===== src/rtl/sr_latch_driver.sv =====
// -----------------------------------------------------------------------------
// sr_latch_driver
//
// Purpose:
//     Clocked front end for the asynchronous sr_latch. Turns a valid/ready
//     stream of requested latch levels into mutually exclusive, fixed-length
//     set/reset pulses followed by a quiet settle window. Once the latch has
//     settled, and on every cycle while idle, the latch outputs are compared
//     against the commanded level and any disagreement (or a forbidden
//     Q == Qn condition) raises a sticky error flag.
//
// Parameters:
//     PULSE_LEN   cycles o_s / o_r is held high per level change (1..255)
//     SETTLE_LEN  quiet cycles after a pulse before the latch is checked (1..255)
//
// Ports:
//     i_clk      rising-edge clock
//     i_rst_n    asynchronous active-low reset
//     i_valid    request valid
//     i_d        requested latch level (1 = set, 0 = reset)
//     o_ready    request accepted on an edge where i_valid && o_ready
//     o_s        drives latch i_s
//     o_r        drives latch i_r
//     i_q        latch o_q
//     i_qn       latch o_qn
//     o_state    level the latch is commanded to hold
//     o_err      sticky latch-mismatch flag
//     i_err_clr  synchronous clear of o_err (a new error on the same edge wins)
// -----------------------------------------------------------------------------
module sr_latch_driver #(
    parameter int PULSE_LEN  = 2,
    parameter int SETTLE_LEN = 1
) (
    input  logic i_clk,
    input  logic i_rst_n,
    input  logic i_valid,
    input  logic i_d,
    output logic o_ready,
    output logic o_s,
    output logic o_r,
    input  logic i_q,
    input  logic i_qn,
    output logic o_state,
    output logic o_err,
    input  logic i_err_clr
);

    typedef enum logic [1:0] {
        ST_INIT,
        ST_IDLE,
        ST_PULSE,
        ST_SETTLE
    } state_t;

    // Terminal counts for each timed phase; the counter runs 0..LEN-1.
    localparam logic [7:0] PULSE_LAST  = 8'(PULSE_LEN - 1);
    localparam logic [7:0] SETTLE_LAST = 8'(SETTLE_LEN - 1);

    state_t     r_fsm;
    logic [7:0] r_cnt;
    logic       r_ready;
    logic       r_s;
    logic       r_r;
    logic       r_state;
    logic       r_err;

    logic w_accept;
    logic w_change;
    logic w_checkNow;
    logic w_latchBad;
    logic w_pulseDone;
    logic w_settleDone;

    assign o_ready = r_ready;
    assign o_s     = r_s;
    assign o_r     = r_r;
    assign o_state = r_state;
    assign o_err   = r_err;

    assign w_accept     = i_valid && r_ready;
    assign w_change     = w_accept && (i_d != r_state);
    assign w_pulseDone  = (r_cnt == PULSE_LAST);
    assign w_settleDone = (r_cnt == SETTLE_LAST);

    // The latch is only trusted once the settle window has fully elapsed, so
    // the check is live on the edge closing the last settle cycle and on every
    // idle edge. During a pulse the outputs are legitimately in transition.
    assign w_checkNow = (r_fsm == ST_IDLE) ||
                        ((r_fsm == ST_SETTLE) && w_settleDone);
    assign w_latchBad = (i_q != r_state) || (i_q == i_qn);

    // Single state machine; every output is a register. o_s and o_r are only
    // ever loaded as a complementary pair from one bit (or both cleared), so
    // the forbidden S=R=1 combination cannot be produced by construction.
    always_ff @(posedge i_clk or negedge i_rst_n) begin
        if (!i_rst_n) begin
            r_fsm   <= ST_INIT;
            r_cnt   <= 8'd0;
            r_ready <= 1'b0;
            r_s     <= 1'b0;
            r_r     <= 1'b0;
            r_state <= 1'b0;
            r_err   <= 1'b0;
        end else begin
            // Detection takes priority over clear so a fault present on the
            // clearing edge is never lost.
            if (w_checkNow && w_latchBad) begin
                r_err <= 1'b1;
            end else if (i_err_clr) begin
                r_err <= 1'b0;
            end

            case (r_fsm)
                // Power-up state of the latch is unknown, so force a reset
                // pulse before accepting any request. r_state is already 0.
                ST_INIT: begin
                    r_s     <= 1'b0;
                    r_r     <= 1'b1;
                    r_ready <= 1'b0;
                    r_cnt   <= 8'd0;
                    r_fsm   <= ST_PULSE;
                end

                // Redundant requests are absorbed here without a pulse so
                // they can be accepted back to back.
                ST_IDLE: begin
                    r_cnt <= 8'd0;
                    if (w_change) begin
                        r_state <= i_d;
                        r_ready <= 1'b0;
                        r_s     <= i_d;
                        r_r     <= ~i_d;
                        r_fsm   <= ST_PULSE;
                    end else begin
                        r_s     <= 1'b0;
                        r_r     <= 1'b0;
                        r_ready <= 1'b1;
                    end
                end

                ST_PULSE: begin
                    if (w_pulseDone) begin
                        r_s   <= 1'b0;
                        r_r   <= 1'b0;
                        r_cnt <= 8'd0;
                        r_fsm <= ST_SETTLE;
                    end else begin
                        r_cnt <= r_cnt + 8'd1;
                    end
                end

                ST_SETTLE: begin
                    if (w_settleDone) begin
                        r_cnt   <= 8'd0;
                        r_ready <= 1'b1;
                        r_fsm   <= ST_IDLE;
                    end else begin
                        r_cnt <= r_cnt + 8'd1;
                    end
                end

                // Unreachable encoding: drop both drives and re-initialise.
                default: begin
                    r_s     <= 1'b0;
                    r_r     <= 1'b0;
                    r_ready <= 1'b0;
                    r_cnt   <= 8'd0;
                    r_fsm   <= ST_INIT;
                end
            endcase
        end
    end

endmodule

===== config.mk =====
export PLATFORM = sky130hd
export DESIGN_NAME = sr_latch_driver
export DESIGN_NICKNAME = d
export VERILOG_FILES = /design/src/rtl/sr_latch_driver.sv
export SDC_FILE = /design/constraint.sdc
export NUM_CORES = 1
export LEC_CHECK = 0
export CAP_MARGIN = 30
export CORE_MARGIN = 1
export CORE_UTILIZATION = 54
export CTS_BUF_LIST = sky130_fd_sc_hd__clkbuf_4 sky130_fd_sc_hd__clkbuf_8
export CTS_CLUSTER_SIZE = 12
export DETAILED_ROUTE_END_ITERATION = 12
export PLACE_DENSITY = 0.8
export SETUP_SLACK_MARGIN = 0.2
export SLEW_MARGIN = 25
export SYNTH_ARGS = -nofsm -noshare
export SYNTH_HDL_FRONTEND = slang
export SYNTH_SLANG_ARGS = --single-unit

===== constraint.sdc =====
create_clock -name i_clk -period 2.19 [get_ports i_clk]
set_input_delay 0.438 -clock i_clk [delete_from_list [all_inputs] [get_ports i_clk]]
set_output_delay 0.438 -clock i_clk [all_outputs]
set_load 0.005 [all_outputs]

==> qor.csv <==
metric,value,unit
p_per_area,1120,nW/um^2
antenna_cells,0,
cts-root-buf,clkbuf_4,
synth_edf_count,0,
cts_resized,0,
synth_area,792,sq um
tightest_slew,675,ps
avgSynthCellArea,10.2,sq um
crit_fanout,8,
die_x,40.3,um
first_pass_iters,4,
first_global_vias,609,
multi_input_area,378,sq um
tritoncts,yes,
async_reset_ff_share,100,%
port-buffer-count,11,
synth_common_cells,"dfrtp_1 (15), inv_1 (7), nand3_1 (7)",
die_area,1620,sq um
grt_max_degree,16,
run_status,finished clean,
syn-instance-count,78,
slew_viol_final,0,
final.setup.worst_slack,306,ps
fmax,531,MHz
path_cells,or4_1 -> o41ai_4 -> nor2_1,
cts_htree_levels,1,
drive_above_1_share,7.78,%
nets,101,
clkTransAtPathRegs,80,ps
synthMostInstantiatedCell,dfrtp_1,
cp.arrival,2040,ps
dp.cells,101,
post-route-util,70.2,%
synth_top_area_share,47.4,%
place_ws,314,ps
synth_cell_types,31,
cp-start-kind,flop,
drt-vias-per-instance,6.10,
drc,0,
syn_nets,88,
holdWs,543,ps
post-dp-hpwl,1180,um
drtIter0Drc,16,
wl,1550,um
ys_warn_count,0,
drv_cap,0,
end_kind,flop,
critPathKind,flop to flop,
synth.area.top_cells,"dfrtp_1 (47%), ha_1 (4.7%), nand3_1 (4.4%), o41ai_4 (3.5%), inv_1 (3.3%)",
ir_worst_vdd,0.000700,V
grt_pass1_wl,2550,um
initial_core_util,59.4,%
fin_area,936,sq um
dpl-instance-area,908,sq um
cp_slowest_cell,or4_1,
fp.dieH,40.3,um
post-cts-setup-buffers,0,
period_minus_slack,1880,ps
overflow,0,
cts_sinks,15,
syn_to_final_growth,18.2,%
vias,641,
setup_violations,0,
rsz0062_at_grt,false,
antenna_found_initial,0,
seq_area_frac_synth,47.4,%
cp.required,2350,ps
row_count,13,
reg2reg_depth,3,
fillCellCount,106,
io_pins,12,
finalHoldViolCount,0,
yosys.area.top_type,dfrtp_1,
synth_top_flop_cell,dfrtp_1,
avgRoutedWirePerCell,14.8,um
hold_depth,2,
coreArea,1330,sq um
timing.setup.tns,0,ps
power.leakage,0.398,nW
finClkSkew,7.24,ps
worst_slew_margin_rel,54.9,%
fin_crit_sh,86.0,%
antenna_left,0,
cts_hold_buf,0,
hold_path.class,flop to flop,
place_congestion,0.744,
max_stage_delay,680,ps
tritoncts.num_buffers,3,
ctsLongestPathBuffers,2,
seqCellArea,375,sq um
fin_cells,105,
power,1.05,mW
ys_ff_latch,15,
clock_latency,290,ps
grt_use_total,25.2,%
[routing by layer]
metal  GRT usage, %  wire length, um  vias up
met4           13.3               21        0
met3           10.6               58        4
met1           25.2              658      312
met5              0                0        -
li1               -                -      311
met2           44.0              811       14
[placed cells by master (no fill, tap or decap), drive strengths merged]
cell type,n
nand4,2
nor2,5
nand2b,2
clkdlybuf4s50,11
o22ai,1
nand3,7
o221ai,1
ha,3
or3,3
xor2,3
a221o,1
clkbuf,3
nor2b,1
inv,7
a22oi,1
nand2,3
o41ai,2
a32o,1
nand4b,1
a21oi,4
o41a,1
xnor2,1
clkinv,1
mux2i,1
nor4,2
or4,1
mux2,1
o21ai,3
o32ai,1
dfrtp,15
nor3,1
[registers in the layout, summed over array words and instances (netlist names)]
signal,flops
o_s,1
o_state,1
o_ready,1
o_err,1
o_r,1
r_fsm,2
r_cnt,8
[area by class of cell]
cell class                      count  area share, %
Multi-Input combinational cell     53           40.4
Sequential cell                    15           40.1
Timing Repair Buffer               11           11.8
Inverter                            7           2.81
Clock buffer                        3           2.41
Tap cell                           15           2.01
Clock inverter                      1          0.535
[worst paths after layout]
kind                       endpoint      from  slack, ps
max in group asynchronous  r_cnt[2]   i_rst_n       1200
hold / removal                o_err     o_err        540
hold reg to reg               o_err     o_err        540
setup reg to reg           r_cnt[2]  r_cnt[2]        310
setup / recovery           r_cnt[2]  r_cnt[2]        310
min in group asynchronous       o_s   i_rst_n        550
[report_power, final]
part | switching, mW | internal (mW) | total (mW)
clock network | 0.0888 | 0.0680 | 0.157
logic | 0.193 | 0.234 | 0.427
registers | 0.114 | 0.354 | 0.468
[worst max-delay path, delay by kind of cell (launching register included)]
kind	cells	cell delay, ps
simple gates	2	780
compound gates	1	550
flops	1	440
[logic make-up after synthesis]
group | after synthesis | share of synthesized area [%]
and+or+nand+nor | 28 | 18.8
AOI/OAI and AO/OA | 16 | 17.1
DFF | 15 | 47.4
buffers and inverters | 10 | 4.90
xor gates and xnor gates | 4 | 4.42
adders and majority gates | 3 | 4.74
muxes | 2 | 2.69
Note: power is estimated with default switching activity, not from simulation.
